<file path="src/rtl/mux4in_decoder4out.sv">
// ---------------------------------------------------------------------------
// mux4in_decoder4out
//
// Registered select/steering primitive: a 4:1 data multiplexer and a
// 2-to-4 one-hot decoder sitting side by side. Both share one clock and one
// synchronous active-high reset but are otherwise independent. Each output
// reflects its own inputs as sampled on the previous rising edge.
//
// Parameters:
//   WIDTH     - bit width of each mux lane and of mux_out (>= 1)
//
// Ports:
//   clk       in   1        rising-edge clock
//   rst       in   1        synchronous active-high reset (clears outputs)
//   mux_in    in   4*WIDTH  four data lanes, lane i = mux_in[i*WIDTH +: WIDTH]
//   mux_sel   in   2        lane select
//   mux_out   out  WIDTH    registered selected lane
//   dec_code  in   2        code to decode
//   dec_en    in   1        decoder enable
//   dec_out   out  4        registered one-hot decode (all low when disabled)
//
// Optional build macro MUXDEC_VALID_EN adds:
//   in_valid  in   1        outputs update only on edges where this is high
//   out_valid out  1        in_valid delayed by one edge, cleared by reset
// ---------------------------------------------------------------------------
module mux4in_decoder4out #(
    parameter int WIDTH = 1
) (
    input  logic                 clk,
    input  logic                 rst,
    input  logic [4*WIDTH-1:0]   mux_in,
    input  logic [1:0]           mux_sel,
    output logic [WIDTH-1:0]     mux_out,
    input  logic [1:0]           dec_code,
    input  logic                 dec_en,
    output logic [3:0]           dec_out
`ifdef MUXDEC_VALID_EN
    ,
    input  logic                 in_valid,
    output logic                 out_valid
`endif
);

    // Split the flat lane bus into an indexable array; lane 0 is the LSB lane.
    logic [WIDTH-1:0] lane [4];
    logic [3:0]       dec_onehot;

    for (genvar gi = 0; gi < 4; gi++) begin : g_lane
        assign lane[gi]       = mux_in[gi*WIDTH +: WIDTH];
        // Bit gi fires only when enabled and the code matches its index,
        // so the vector is one-hot when enabled and all-zero otherwise.
        assign dec_onehot[gi] = dec_en && (dec_code == 2'(gi));
    end

    // Update qualifier: every edge in the default build, gated by in_valid
    // when the valid handshake is compiled in.
    logic update_en;
`ifdef MUXDEC_VALID_EN
    assign update_en = in_valid;
`else
    assign update_en = 1'b1;
`endif

    logic [WIDTH-1:0] mux_q, mux_d;
    logic [3:0]       dec_q, dec_d;

    always_comb begin
        mux_d = mux_q;
        dec_d = dec_q;
        if (update_en) begin
            mux_d = lane[mux_sel];
            dec_d = dec_onehot;
        end
    end

    always_ff @(posedge clk) begin
        if (rst) begin
            mux_q <= '0;
            dec_q <= 4'b0000;
        end else begin
            mux_q <= mux_d;
            dec_q <= dec_d;
        end
    end

    assign mux_out = mux_q;
    assign dec_out = dec_q;

`ifdef MUXDEC_VALID_EN
    logic valid_q;

    always_ff @(posedge clk) begin
        if (rst) begin
            valid_q <= 1'b0;
        end else begin
            valid_q <= in_valid;
        end
    end

    assign out_valid = valid_q;
`endif

endmodule

</file>
<file path="config.mk">
export PLATFORM = sky130hd
export DESIGN_NAME = mux4in_decoder4out
export DESIGN_NICKNAME = d
export VERILOG_FILES = /design/src/rtl/mux4in_decoder4out.sv
export SDC_FILE = /design/constraint.sdc
export NUM_CORES = 1
export LEC_CHECK = 0
export CAP_MARGIN = 10
export CORE_AREA = 3 3 40 42
export CTS_CLUSTER_DIAMETER = 40
export DETAILED_ROUTE_END_ITERATION = 8
export DIE_AREA = 0 0 43 45
export MAX_ROUTING_LAYER = met4
export SLEW_MARGIN = 20
export SYNTH_ARGS = -nofsm -noshare
export SYNTH_HDL_FRONTEND = slang
export SYNTH_SLANG_ARGS = --single-unit
</file>
<file path="constraint.sdc">
create_clock -name clk -period 1.5 [get_ports clk]
set_input_delay 0.15 -clock clk [delete_from_list [all_inputs] [get_ports clk]]
set_output_delay 0.15 -clock clk [all_outputs]
set_load 0.1 [all_outputs]
</file>
==> impl_summary.log, run 1 <==
INFO  metric postSynthAreaPerCell = 15.9 µm²
INFO  metric crit_path_max_incr_delay = 0.49 ns
INFO  metric synth_cell_types = 6
INFO  metric post_syn_nets = 22
INFO  metric path_cells = clkdlybuf4s50_1 -> mux4_2 -> nor2b_4
INFO  metric io_pins = 16
INFO  metric floorplan.core_area = 0.00128 mm²
INFO  metric h-tree-depth = 1
INFO  metric drt-vias-per-instance = 3.87
INFO  metric total_die_area = 0.00194 mm²
INFO  metric clk_transition_reported_paths = 0.04 ns
INFO  metric power.density = 932 mW/mm²
INFO  metric timing_hold_violations_final = 0
INFO  metric cts_tree = done
INFO  metric synth-warning-count = 0
INFO  metric route.vias.total = 174
INFO  metric netlist_top_cells_area = dfxtp_1 57%, mux4_2 13%, nor4bb_1 11%
INFO  metric holdCritPathClass = primary input to flip-flop
INFO  metric clk_path_buf_depth = 2
INFO  metric crit_required = 1.62 ns
INFO  metric drtPass1Iterations = 2
INFO  metric antennaDiodeCount = 0
INFO  metric fp-row-count = 13
INFO  metric synth_seq_cells = 5
INFO  metric slew_margin_rel = 0.846
INFO  metric area_overhead_vs_synth = 140%
INFO  metric final_critical_period = 1.12 ns
INFO  metric grt_pass1_vias = 182
INFO  metric power.static_leakage = 0.164 nW
INFO  metric die_width = 43 µm
INFO  metric tightestPinTransition = 0.227 ns
INFO  metric wire_length_per_cell_after_detailed_routing = 10.3 µm
INFO  metric syn-cell-area = 175 µm²
INFO  metric met2_wl_post_dr = 193 µm
INFO  metric cpMaxStageDelayCell = mux4_2
INFO  metric peakVddDrop = 243 µV
INFO  metric top_layer = met3
INFO  metric ys_seq_area_frac = 0.571
INFO  metric post_route_drc_violation_count = 0
INFO  metric wirelength_met1 = 210 µm
INFO  metric grt.overflow.total = 0
INFO  metric die_h = 45 µm
INFO  metric gp_congestion = 0.674
INFO  metric timing_worst_setup_path_type = primary input to flip-flop
INFO  metric antenna_left = 0
INFO  metric setup_viol = 0
INFO  metric cts_hold_repair.buffers = 0
INFO  metric fin_hold_ws = 0.534 ns
INFO  metric post-synth-top-area-cell = dfxtp_1
INFO  metric io_buffer_count = 15
INFO  metric critical_path.startpoint_type = primary input
INFO  metric crit_path_max_fanout = 1
INFO  metric design.final.nets = 42
INFO  metric max_cap_violations = 0
INFO  metric floorplan.initialDensity = 0.136
INFO  metric grt_antenna_before_repair = 0
INFO  metric detailedRoute.firstIterationViolations = 1
INFO  metric slew_violations = 0
INFO  metric post-cts-setup-buffers = 0
INFO  metric timing.final.ws_setup = 0.380 ns
INFO  metric dp_worst_setup_slack = 0.129 ns
INFO  metric route.met3.wl = 58 µm
INFO  metric pin_count_of_the_biggest_net_entering_global_routing = 6
INFO  metric cts.repair.resized = 0
INFO  metric setup_repair_after_global_routing_missed_its_margin = no
INFO  metric track_usage = 0.0567
INFO  metric share_of_layout_cells_above_drive_strength_1 = 0.333
INFO  metric setup-tns-final = 0 ns
INFO  metric startpoint = mux_sel[0]
INFO  metric worst_hold_path_startpoint = dec_code[1]
INFO  metric numCtsBuffers = 3
INFO  metric syn-instance-count = 11
INFO  metric hold_path_depth = 2
INFO  metric cp_data_arrival_time = 1.24 ns
INFO  metric highest_attainable_clock_frequency = 0.892 GHz
INFO  metric post-synth-top-area-fraction = 0.571
INFO  metric outcome = finished, final reports clean
INFO  metric cts_sinks = 5
INFO  metric finalCritPeriodShare = 0.747
INFO  metric crit_path_end_kind = flip-flop
INFO  metric cts_root_buffer = clkbuf_4
INFO  metric detail_route.wirelength = 463 µm
INFO  metric grt_first_pass_wirelength = 710 µm
## area by class of cell
cell class | count | area, µm²
fillers | 129 | 865
repair buffers | 15 | 200
flip-flops and latches | 5 | 100
multi-input cells | 6 | 75.1
clock buffers | 4 | 26.3
well taps | 15 | 18.8
## flip-flops by register name, summed over array words and instances (netlist names)
signal and count:
dec_out 4, mux_out 1
## per-layer routing
metal	track usage	vias up
li1	-	82
met1	0.0655	76
met2	0.0719	16
met3	0.0239	0
met4	0.0542	0
met5	-	-
## worst max-delay path, delay by kind of cell
family                 cells  cell delay [ns]
buffers and inverters      1             0.47
muxes                      1             0.49
and+or+nand+nor            1             0.13
## path summary, 6_finish.rpt
| path | to | slack [ns] |
|---|---|---|
| min | dec_out[1] | 0.53 |
| max | mux_out | 0.38 |
## where the power goes
| group | switching (mW) | internal, mW | total, mW |
|---|---|---|---|
| registers | 0.00420 | 0.139 | 0.143 |
| clock network | 0.0484 | 0.100 | 0.149 |
| logic | 0.0480 | 0.0522 | 0.100 |
| total | 0.101 | 0.291 | 0.392 |
## stage by stage
step	power [mW]	cell area [µm²]	instances	utilization
2_1_floorplan	0.191	175	11	-
3_3_place_gp	0.244	394	41	0.307
3_5_place_dp	0.246	394	41	0.307
4_1_cts	0.401	420	45	0.327
5_1_grt	0.406	420	45	0.327
6_report	0.392	420	45	0.327
## synth_stat cells (all sizes together)
cell type	number
nor4bb	2
mux4	1
nor2b	1
and4b	1
nor4b	1
dfxtp	5
## cells in the final DEF (no fill, tap or decap)
master	instances
mux4_2	1
and4b_1	1
clkbuf_4	3
clkbuf_1	1
nor4b_1	1
dfxtp_1	5
clkdlybuf4s50_1	10
buf_12	5
nor2b_4	1
nor4bb_1	2
## kinds of logic (layout without fill, tap and decap cells)
group,count (synthesis),in the layout,synth area share
buf+inv,0,19,0
flops,5,5,0.571
simple gates,5,5,0.300
mux,1,1,0.129
Note: power is estimated with default switching activity, not from simulation.
==> inputs of run 2 (changes only) <==
clock period = 1.1 ns   (was 1.5 ns; I/O delays follow)
==> run 2 against run 1 <==
Against the previous run:
- non-clock buffer count stayed put
- via count shrank 3.4%
- global-route usage grew 0.34 points
- highest routed layer unchanged
- wire length rose by 4.3%
- die area did not move
- sequential power grew 36%
- count of clock-buffer cells in the layout stayed put
- final cell count stayed put
- largest power group unchanged
- worst setup slack worse by 0.26 ns
==> impl_summary.log, run 2 (synthesized netlist as in run 1, its figures left out) <==
INFO  metric slew_violations = 0
INFO  metric cts_root_buffer = clkbuf_4
INFO  metric cts.repair.resized = 1
INFO  metric die_h = 45 µm
INFO  metric route.vias.total = 168
INFO  metric drtPass1Iterations = 1
INFO  metric share_of_layout_cells_above_drive_strength_1 = 0.333
INFO  metric grt_pass1_vias = 195
INFO  metric io_buffer_count = 15
INFO  metric post_route_drc_violation_count = 0
INFO  metric route.met3.wl = 71 µm
INFO  metric crit_path_max_incr_delay = 0.45 ns
INFO  metric layout.cells.most_common_list = 9 x clkdlybuf4s50_1, 5 x dfxtp_1, 5 x buf_12
INFO  metric track_usage = 0.0602
INFO  metric numCtsBuffers = 3
INFO  metric cts_sinks = 5
INFO  metric cpMaxStageDelayCell = mux4_2
INFO  metric tightestPinTransition = 0.252 ns
INFO  metric crit_path_end_kind = flip-flop
INFO  metric timing_worst_setup_path_type = primary input to flip-flop
INFO  metric io_pins = 16
INFO  metric largest_register_ffs = 4
INFO  metric design_power = 0.538 mW
INFO  metric timing.final.ws_setup = 0.123 ns
INFO  metric max_cap_violations = 0
INFO  metric cts_tree = done
INFO  metric met2_wl_post_dr = 204 µm
INFO  metric final_critical_period = 0.977 ns
INFO  metric setup_viol = 0
INFO  metric path_cells = clkdlybuf4s50_1 -> mux4_2 -> nor2b_4
INFO  metric finalCritPeriodShare = 0.888
INFO  metric crit_required = 1.23 ns
INFO  metric clk_path_buf_depth = 2
INFO  metric power.density = 1280 mW/mm²
INFO  metric crit_path_max_fanout = 1
INFO  metric antenna_left = 0
INFO  metric floorplan.initialDensity = 0.136
INFO  metric critical_path.n_buffers_inverters = 1
INFO  metric outcome = finished, final reports clean
INFO  metric highest_attainable_clock_frequency = 1.02 GHz
INFO  metric holdCritPathClass = primary input to flip-flop
INFO  metric drt-vias-per-instance = 3.73
INFO  metric setup-tns-final = 0 ns
INFO  metric gp_congestion = 0.660
INFO  metric setup_repair_after_global_routing_missed_its_margin = no
INFO  metric post-cts-setup-buffers = 0
INFO  metric power.static_leakage = 0.165 nW
INFO  metric cp_data_arrival_time = 1.10 ns
INFO  metric wirelength_met1 = 208 µm
INFO  metric wire_length_per_cell_after_detailed_routing = 10.7 µm
INFO  metric total_die_area = 0.00194 mm²
INFO  metric critPathTopFamily = multiplexers
INFO  metric layout.cells.most_common = clkdlybuf4s50_1
INFO  metric cts_hold_repair.buffers = 0
INFO  metric worst_hold_path_startpoint = mux_sel[0]
INFO  metric area_overhead_vs_synth = 139%
INFO  metric floorplan.core_area = 0.00128 mm²
INFO  metric h-tree-depth = 1
INFO  metric fp-row-count = 13
INFO  metric slew_margin_rel = 0.830
INFO  metric grt_antenna_before_repair = 0
INFO  metric grt_first_pass_wirelength = 765 µm
INFO  metric die_width = 43 µm
INFO  metric grt.overflow.total = 0
INFO  metric top_layer = met3
INFO  metric design.final.nets = 42
INFO  metric critical_path.startpoint_type = primary input
INFO  metric dp_worst_setup_slack = -0.259 ns
INFO  metric clk_transition_reported_paths = 0.04 ns
INFO  metric peakVddDrop = 382 µV
INFO  metric antennaDiodeCount = 0
INFO  metric startpoint = mux_in[1]
INFO  metric timing_hold_violations_final = 0
INFO  metric detailedRoute.firstIterationViolations = 0
INFO  metric detail_route.wirelength = 483 µm
INFO  metric pin_count_of_the_biggest_net_entering_global_routing = 6
run 2: metal layers:
| layer | vias up | global-route usage |
|---|---|---|
| li1 | 81 | - |
| met1 | 71 | 0.0655 |
| met2 | 16 | 0.0838 |
| met3 | 0 | 0.0239 |
| met4 | 0 | 0.0542 |
| met5 | - | - |
run 2: path summary, 6_finish.rpt:
kind	endpoint	slack, ns	depth (start not counted)
min	mux_out	0.46	3
max	mux_out	0.12	3
run 2: final cells by class:
type | instances | area, µm²
Clock buffer | 4 | 26.3
Fill cell | 131 | 866
Multi-Input combinational cell | 6 | 75.1
Sequential cell | 5 | 100
Tap cell | 15 | 18.8
Timing Repair Buffer | 15 | 199
run 2: report_power, final:
part | internal, mW | total, mW | switching, mW
clock network | 0.137 | 0.208 | 0.0707
logic | 0.0699 | 0.136 | 0.0661
registers | 0.189 | 0.195 | 0.00587
total | 0.396 | 0.538 | 0.143
run 2: stage by stage:
stage                     instances  instance area [µm²]  hold slack (ns)  utilization
final                            45                  419            0.464        0.326
after global placement           41                  394            0.580        0.307
after CTS                        45                  419            0.471        0.326
after global routing             45                  419            0.499        0.326
after detailed placement         41                  394            0.580        0.307
after floorplan                  11                  175            0.174            -
==> inputs of run 3 (changes only) <==
PLACE_DENSITY = 0.52   (was default)
==> run 3 against run 2 <==
Against the previous run:
- highest routed layer unchanged
- core utilization up 0.68 points
- worst setup slack got worse by 0.095 ns
- hold slack improved by 0.035 ns
- largest cell class unchanged
- largest power group unchanged
- via count is 3.0% lower
- power is 0.55% higher
- die area is the same
==> impl_summary.log, run 3 (synthesized netlist as in run 1, its figures left out) <==
INFO  metric p_sw_frac = 0.262
INFO  metric power.density = 1260 mW/mm²
INFO  metric critPathTopFamily = multiplexers
INFO  metric design_power = 0.541 mW
INFO  metric power.clock.fraction = 0.383
INFO  metric share_of_layout_cells_above_drive_strength_1 = 0.355
INFO  metric post_route_drc_violation_count = 0
INFO  metric timing_worst_setup_path_type = primary input to flip-flop
INFO  metric finalCritPeriodShare = 0.975
INFO  metric post-cts-setup-buffers = 0
INFO  metric io_buffer_count = 15
INFO  metric io_pins = 16
INFO  metric grt_antenna_before_repair = 0
INFO  metric track_usage = 0.0550
INFO  metric detail_route.wirelength = 441 µm
INFO  metric die_h = 45 µm
INFO  metric fp-row-count = 13
INFO  metric layout.cells.most_common = clkdlybuf4s50_1
INFO  metric route.vias.total = 163
INFO  metric cts_sinks = 5
INFO  metric timing_hold_violations_final = 0
INFO  metric total_die_area = 0.00194 mm²
INFO  metric power.static_leakage = 0.169 nW
INFO  metric finish.utilization = 0.333
INFO  metric tightestPinTransition = 0.311 ns
INFO  metric critical_path.endpoint = mux_out
INFO  metric grt_pass1_vias = 156
INFO  metric cts_root_buffer = clkbuf_4
INFO  metric pin_count_of_the_biggest_net_entering_global_routing = 6
INFO  metric cts.repair.resized = 0
INFO  metric setup-tns-final = 0 ns
INFO  metric h-tree-depth = 1
INFO  metric area_overhead_vs_synth = 144%
INFO  metric die_width = 43 µm
INFO  metric timing.final.ws_setup = 0.0279 ns
INFO  metric slew_violations = 0
INFO  metric critical_path_cell_count = 3
INFO  metric floorplan.core_area = 0.00128 mm²
INFO  metric clk_transition_reported_paths = 0.04 ns
INFO  metric grt.overflow.total = 0
INFO  metric grt_first_pass_wirelength = 614 µm
INFO  metric crit_path_end_kind = flip-flop
INFO  metric cts_hold_repair.buffers = 0
INFO  metric drt-vias-per-instance = 3.54
INFO  metric cp_data_arrival_time = 1.21 ns
INFO  metric dp_worst_setup_slack = -0.224 ns
INFO  metric final_design_area_no_fill = 428 µm²
INFO  metric setup_viol = 0
INFO  metric antennaDiodeCount = 0
INFO  metric drtPass1Iterations = 3
INFO  metric startpoint = mux_sel[0]
INFO  metric instances_no_fill = 46
INFO  metric highest_attainable_clock_frequency = 0.933 GHz
INFO  metric path_cells = clkdlybuf4s50_1 -> mux4_2 -> nor2b_4
INFO  metric clk_path_buf_depth = 2
INFO  metric crit_path_max_incr_delay = 0.49 ns
INFO  metric cpMaxStageDelayCell = mux4_2
INFO  metric gp_congestion = 0.630
INFO  metric largest_register_ffs = 4
INFO  metric wire_length_per_cell_after_detailed_routing = 9.59 µm
INFO  metric critical_path.startpoint_type = primary input
INFO  metric combinationalPowerShare = 0.258
INFO  metric holdCritPathClass = primary input to flip-flop
INFO  metric floorplan.initialDensity = 0.136
INFO  metric design.final.nets = 43
INFO  metric detailedRoute.firstIterationViolations = 3
INFO  metric final_critical_period = 1.07 ns
INFO  metric fin_hold_ws = 0.499 ns
INFO  metric power.internal = 0.399 mW
INFO  metric crit_required = 1.23 ns
INFO  metric dpl.cell_count = 42
INFO  metric critical_path.n_buffers_inverters = 1
INFO  metric cts_tree = done
INFO  metric placed_cell_area = 402 µm²
INFO  metric peakVddDrop = 415 µV
INFO  metric slew_margin_rel = 0.790
INFO  metric outcome = finished, final reports clean
INFO  metric crit_path_max_fanout = 1
INFO  metric antenna_left = 0
INFO  metric max_cap_violations = 0
INFO  metric power.switching = 0.142 mW
INFO  metric setup_repair_after_global_routing_missed_its_margin = no
INFO  metric pwr-share-seq = 0.359
INFO  metric layout.cells.most_common_list = 10 x clkdlybuf4s50_1, 5 x dfxtp_1, 5 x buf_12
INFO  metric numCtsBuffers = 3
## run 3: cell types whose count changed in the layout (fill, tap and decap cells not counted)
cell / previous run / this run
buf_4: 0 / 1
clkdlybuf4s50_1: 9 / 10
dlygate4sd2_1: 1 / 0
## run 3: metal layers
layer  GRT usage  routed length [µm]  up-vias
li1            -                   -       84
met1      0.0485                 189       63
met2      0.0539                 176       16
met3      0.0438                  75        0
met4      0.0904                   0        0
met5           -                   0        -
## run 3: area by class of cell
| class | instances | area (µm²) |
|---|---|---|
| flip-flops and latches | 5 | 100 |
| clock buffers | 4 | 26.3 |
| multi-input cells | 6 | 75.1 |
| repair buffers | 16 | 208 |
| fillers | 129 | 857 |
| well taps | 15 | 18.8 |
## run 3: worst min-delay path by stage
stage                 from  slack (ns)          to  cells past startpoint
2_1_floorplan          rst        0.17     mux_out                      1
6_report       dec_code[1]        0.50  dec_out[1]                      2
3_3_place_gp    dec_out[1]        0.58  dec_out[1]                      1
4_1_cts        dec_code[0]        0.49  dec_out[2]                      2
5_1_grt        dec_code[1]        0.50  dec_out[1]                      2
3_5_place_dp    dec_out[1]        0.58  dec_out[1]                      1
## run 3: power groups by stage
stage                     registers, mW  clock network [mW]  logic [mW]
after floorplan                   0.243                   0      0.0171
after global placement            0.198                   0       0.139
after detailed placement          0.198                   0       0.140
after CTS                         0.195               0.220       0.140
after global routing              0.195               0.238       0.143
final                             0.194               0.207       0.140
==> variant 1, RTL diff (config.mk and constraints of run 3) <==
Put one more register stage on the output `mux_out`, without a reset. The value now appears one clock later. The other outputs are not delayed to match. Comments in the files are not updated.
--- a/src/rtl/mux4in_decoder4out.sv
+++ b/src/rtl/mux4in_decoder4out.sv
@@ -83,7 +83,9 @@
         end
     end
 
-    assign mux_out = mux_q;
+    always_ff @(posedge clk) begin
+        mux_out <= mux_q;
+    end
     assign dec_out = dec_q;
 
 `ifdef MUXDEC_VALID_EN
Check against the original RTL: not equivalent (a bounded check fails within 4 cycles, from zero or initial values and one cycle with rst high).
==> variant 1 against run 3 <==
Sequential share of layout area increased by 4.0 points. Total power is 4.9% higher. Synthesized cell count is 9.1% higher. Sequential cell count up 1. Cell count down 2.2%. Cell area increased by 2.6%. Global-route usage is 1.6 points higher. Combinational power shrank 3%. Synthesized area is 11% higher. Worst setup slack better by 0.098 ns. Routed wire length is 0.23% higher. Die area stayed put. Largest cell class unchanged. Highest routed layer is now met4.
==> variant 1: results (changes against run 3) <==
STA
  • Tightest Pin Transition: 0.2313 ns (was 0.3110 ns)
  • Final Hold Slack: 0.3233 ns (was 0.4994 ns)

Placed design
  • Placed Area: 414.1 um2 (was 401.6 um2)
  • Gpl congestion: 0.6458 (was 0.6302)

Pwr
  • Relative contribution of sequential cells to total power: 0.412 (was 0.359)

Clock network
  • CTS Sinks: 6 (was 5)

Setup path
  • Launch point of the worst path: mux_in[3] (was mux_sel[0])
  • Slowest stage delay, CP: 0.46 ns (was 0.49 ns)
  • Worst EP arrival: 1.10 ns (was 1.21 ns)

Routing
  • Highest Signal Layer: met4 (was met3)
  • Total via count after detailed routing: 184 (was 163)
  • Wire length per cell after detailed routing: 9.822 um (was 9.587 um)
  • Violation count after the first detailed-routing iteration: 0 (was 3)
  • Detailed route wirelength on metal2: 198 um (was 176 um)
  • Met1 WL: 150 um (was 189 um)
  • Detailed-routing iteration count for the pre-antenna-repair pass: 1 (was 3)
  • WL met3: 83 um (was 75 um)

GRT
  • Total GRT Usage: 0.07124 (was 0.05503)
  • Vias in the first global route: 214 (was 156)
  • Met3 usage: 0.06773 (was 0.04382)
  • Met1 Track Usage GR: 0.05556 (was 0.04854)
  • M2 GR Usage: 0.08383 (was 0.05389)

Finish
  • Non-clock buffer share: 0.4615 (was 0.4854)
  • Number of ordinary and repair buffers in the finished layout: 15 (was 16)

Run status
  • Run status: completed (unchanged)

Hold path
  • Path class of the lowest-slack min-delay path: flop to flop (was primary input to flop)
  • Min-Delay Startpoint: mux_q (was dec_code[1])
==> variant 1: changes by cell type after synthesis <==
cell                      before  now
sky130_fd_sc_hd__dfxtp_1       5    6
==> variant 1: cells by family after synthesis <==
| logic type | count (synthesis) | share of synthesized area |
|---|---|---|
| muxes | 1 | 0.1154 |
| and+or+nand+nor | 5 | 0.2692 |
| DFF | 6 | 0.6154 |
==> variant 1: stage by stage <==
step | worst slack, ns | power, mW | util | TNS, ns | instances
after global placement | -0.2239 | 0.3741 | 0.3223 | -0.2239 | 42
after global routing | 0.1172 | 0.6193 | 0.3418 | 0 | 45
after floorplan | 0.08102 | 0.3008 | - | 0 | 12
final | 0.1256 | 0.5678 | 0.3418 | 0 | 45
after CTS | 0.02570 | 0.5848 | 0.3398 | 0 | 45
after detailed placement | -0.2302 | 0.3757 | 0.3223 | -0.2302 | 42
==> variant 1: worst paths after layout <==
check,endpoint,cells past startpoint
min,mux_out,0
max reg2reg,mux_out,0
max,mux_q,3
min reg2reg,mux_out,0
==> variant 2, RTL diff (settings of run 3) <==
Without the edit above. Build with the macro `MUXDEC_VALID_EN` defined.
--- a/src/rtl/mux4in_decoder4out.sv
+++ b/src/rtl/mux4in_decoder4out.sv
@@ -23,6 +23,8 @@
 //   in_valid  in   1        outputs update only on edges where this is high
 //   out_valid out  1        in_valid delayed by one edge, cleared by reset
 // ---------------------------------------------------------------------------
+`define MUXDEC_VALID_EN
+
 module mux4in_decoder4out #(
     parameter int WIDTH = 1
 ) (
Ports: changed (added in_valid and out_valid); port bits go from 16 to 18. No check against the original RTL was run, so the function may have changed too.
==> variant 2 against run 3 <==
Sequential cell count increased by 1. Synthesized area increased by 60%. Highest routed layer unchanged. Routed wire length up 62%. Combinational power rose by 26%. Cell area up 31%. Largest power group is now registers. Total power increased by 15%. Die area stayed put. Worst setup slack improved by 0.084 ns. Via count increased by 72%.
==> variant 2: results (changes against run 3) <==
Finish
  • Post-route insts no fill: 62 (was 46)
  • Util after Layout: 0.4372 (was 0.3330)
  • Layout cells sized above 1: 0.3830 (was 0.3548)

Yosys
  • Top post-synthesis cells by area: sky130_fd_sc_hd__dfxtp_1 43%, sky130_fd_sc_hd__nand2b_1 8.9%, sky130_fd_sc_hd__a21oi_1 7.1%, sky130_fd_sc_hd__mux2i_1 7.1%, sky130_fd_sc_hd__nand4b_1 6.3% (was sky130_fd_sc_hd__dfxtp_1 57%, sky130_fd_sc_hd__mux4_2 13%, sky130_fd_sc_hd__nor4bb_1 11%, sky130_fd_sc_hd__nor2b_4 7.9%, sky130_fd_sc_hd__and4b_1 5.7%)
  • Synthesized netlist net count: 38 (was 22)
  • Sequential element share of the synthesized area: 0.4286 (was 0.5714)
  • Share of the synthesized area in compound gates (AO/OA/AOI/OAI): 0.1250 (was 0)

Run status
  • Run status: completed (unchanged)

GRT
  • M2 GR Usage: 0.1198 (was 0.05389)
  • Total GRT Usage: 0.08240 (was 0.05503)
  • Met3 usage: 0.03586 (was 0.04382)
  • Vias in the first global route: 249 (was 156)

Setup path
  • Cell at the slowest stage of the critical path: sky130_fd_sc_hd__clkdlybuf4s50_1 (was sky130_fd_sc_hd__mux4_2)
  • Slowest stage delay, CP: 0.52 ns (was 0.49 ns)
  • Dominant delay contributor by cell family on the critical path: buffers and inverters (was multiplexers)
  • Worst EP arrival: 1.16 ns (was 1.21 ns)

STA
  • Final Hold Slack: 0.4890 ns (was 0.4994 ns)
  • Tightest Pin Transition: 0.1767 ns (was 0.3110 ns)

Pwr
  • IR Drop Worst-Case VDD: 426.2 uV (was 414.8 uV)
  • Relative contribution of sequential cells to total power: 0.380 (was 0.359)
  • Switching fraction of total power: 0.2934 (was 0.2623)
  • Pleak: 0.2077 nW (was 0.1686 nW)

Placed design
  • Placed Area: 539.3 um2 (was 401.6 um2)
  • Number of buffers inserted by port buffering: 17 (was 15)

Routing
  • Total wire length after detailed routing: 716 um (was 441 um)
  • Detailed route wirelength on metal2: 318 um (was 176 um)
  • WL met3: 94 um (was 75 um)
  • Violation count after the first detailed-routing iteration: 6 (was 3)
  • Met1 WL: 303 um (was 189 um)

Hold path
  • End of the worst hold path: dec_out[2] (was dec_out[1])
  • Path class of the lowest-slack min-delay path: flop to flop (was primary input to flop)
  • Min-Delay Startpoint: dec_out[2] (was dec_code[1])
==> variant 2: cell types whose count changed after synthesis, moves of 2 or more <==
cell / run 3 / this run
sky130_fd_sc_hd__a21oi_1: 0 / 4
sky130_fd_sc_hd__nand2b_1: 0 / 4
sky130_fd_sc_hd__mux2i_1: 0 / 2
sky130_fd_sc_hd__nand4b_1: 0 / 2
sky130_fd_sc_hd__nor4bb_1: 2 / 0
sky130_fd_sc_hd__or3b_1: 0 / 2
==> variant 2: cell type report <==
type,instances,share of cell area
repair buffers,19,0.4365
well taps,15,0.03341
flip-flops and latches,6,0.2249
multi-input cells,19,0.2650
clock buffers,3,0.04009
==> variant 2: worst max path at each step <==
stage / endpoint / slack, ns / cells past startpoint
4_1_cts: mux_out / 0.12 / 3
6_report: mux_out / 0.11 / 3
2_1_floorplan: mux_out / -0.08 / 2
5_1_grt: mux_out / 0.09 / 3
3_3_place_gp: mux_out / -0.11 / 3
3_5_place_dp: mux_out / -0.14 / 3
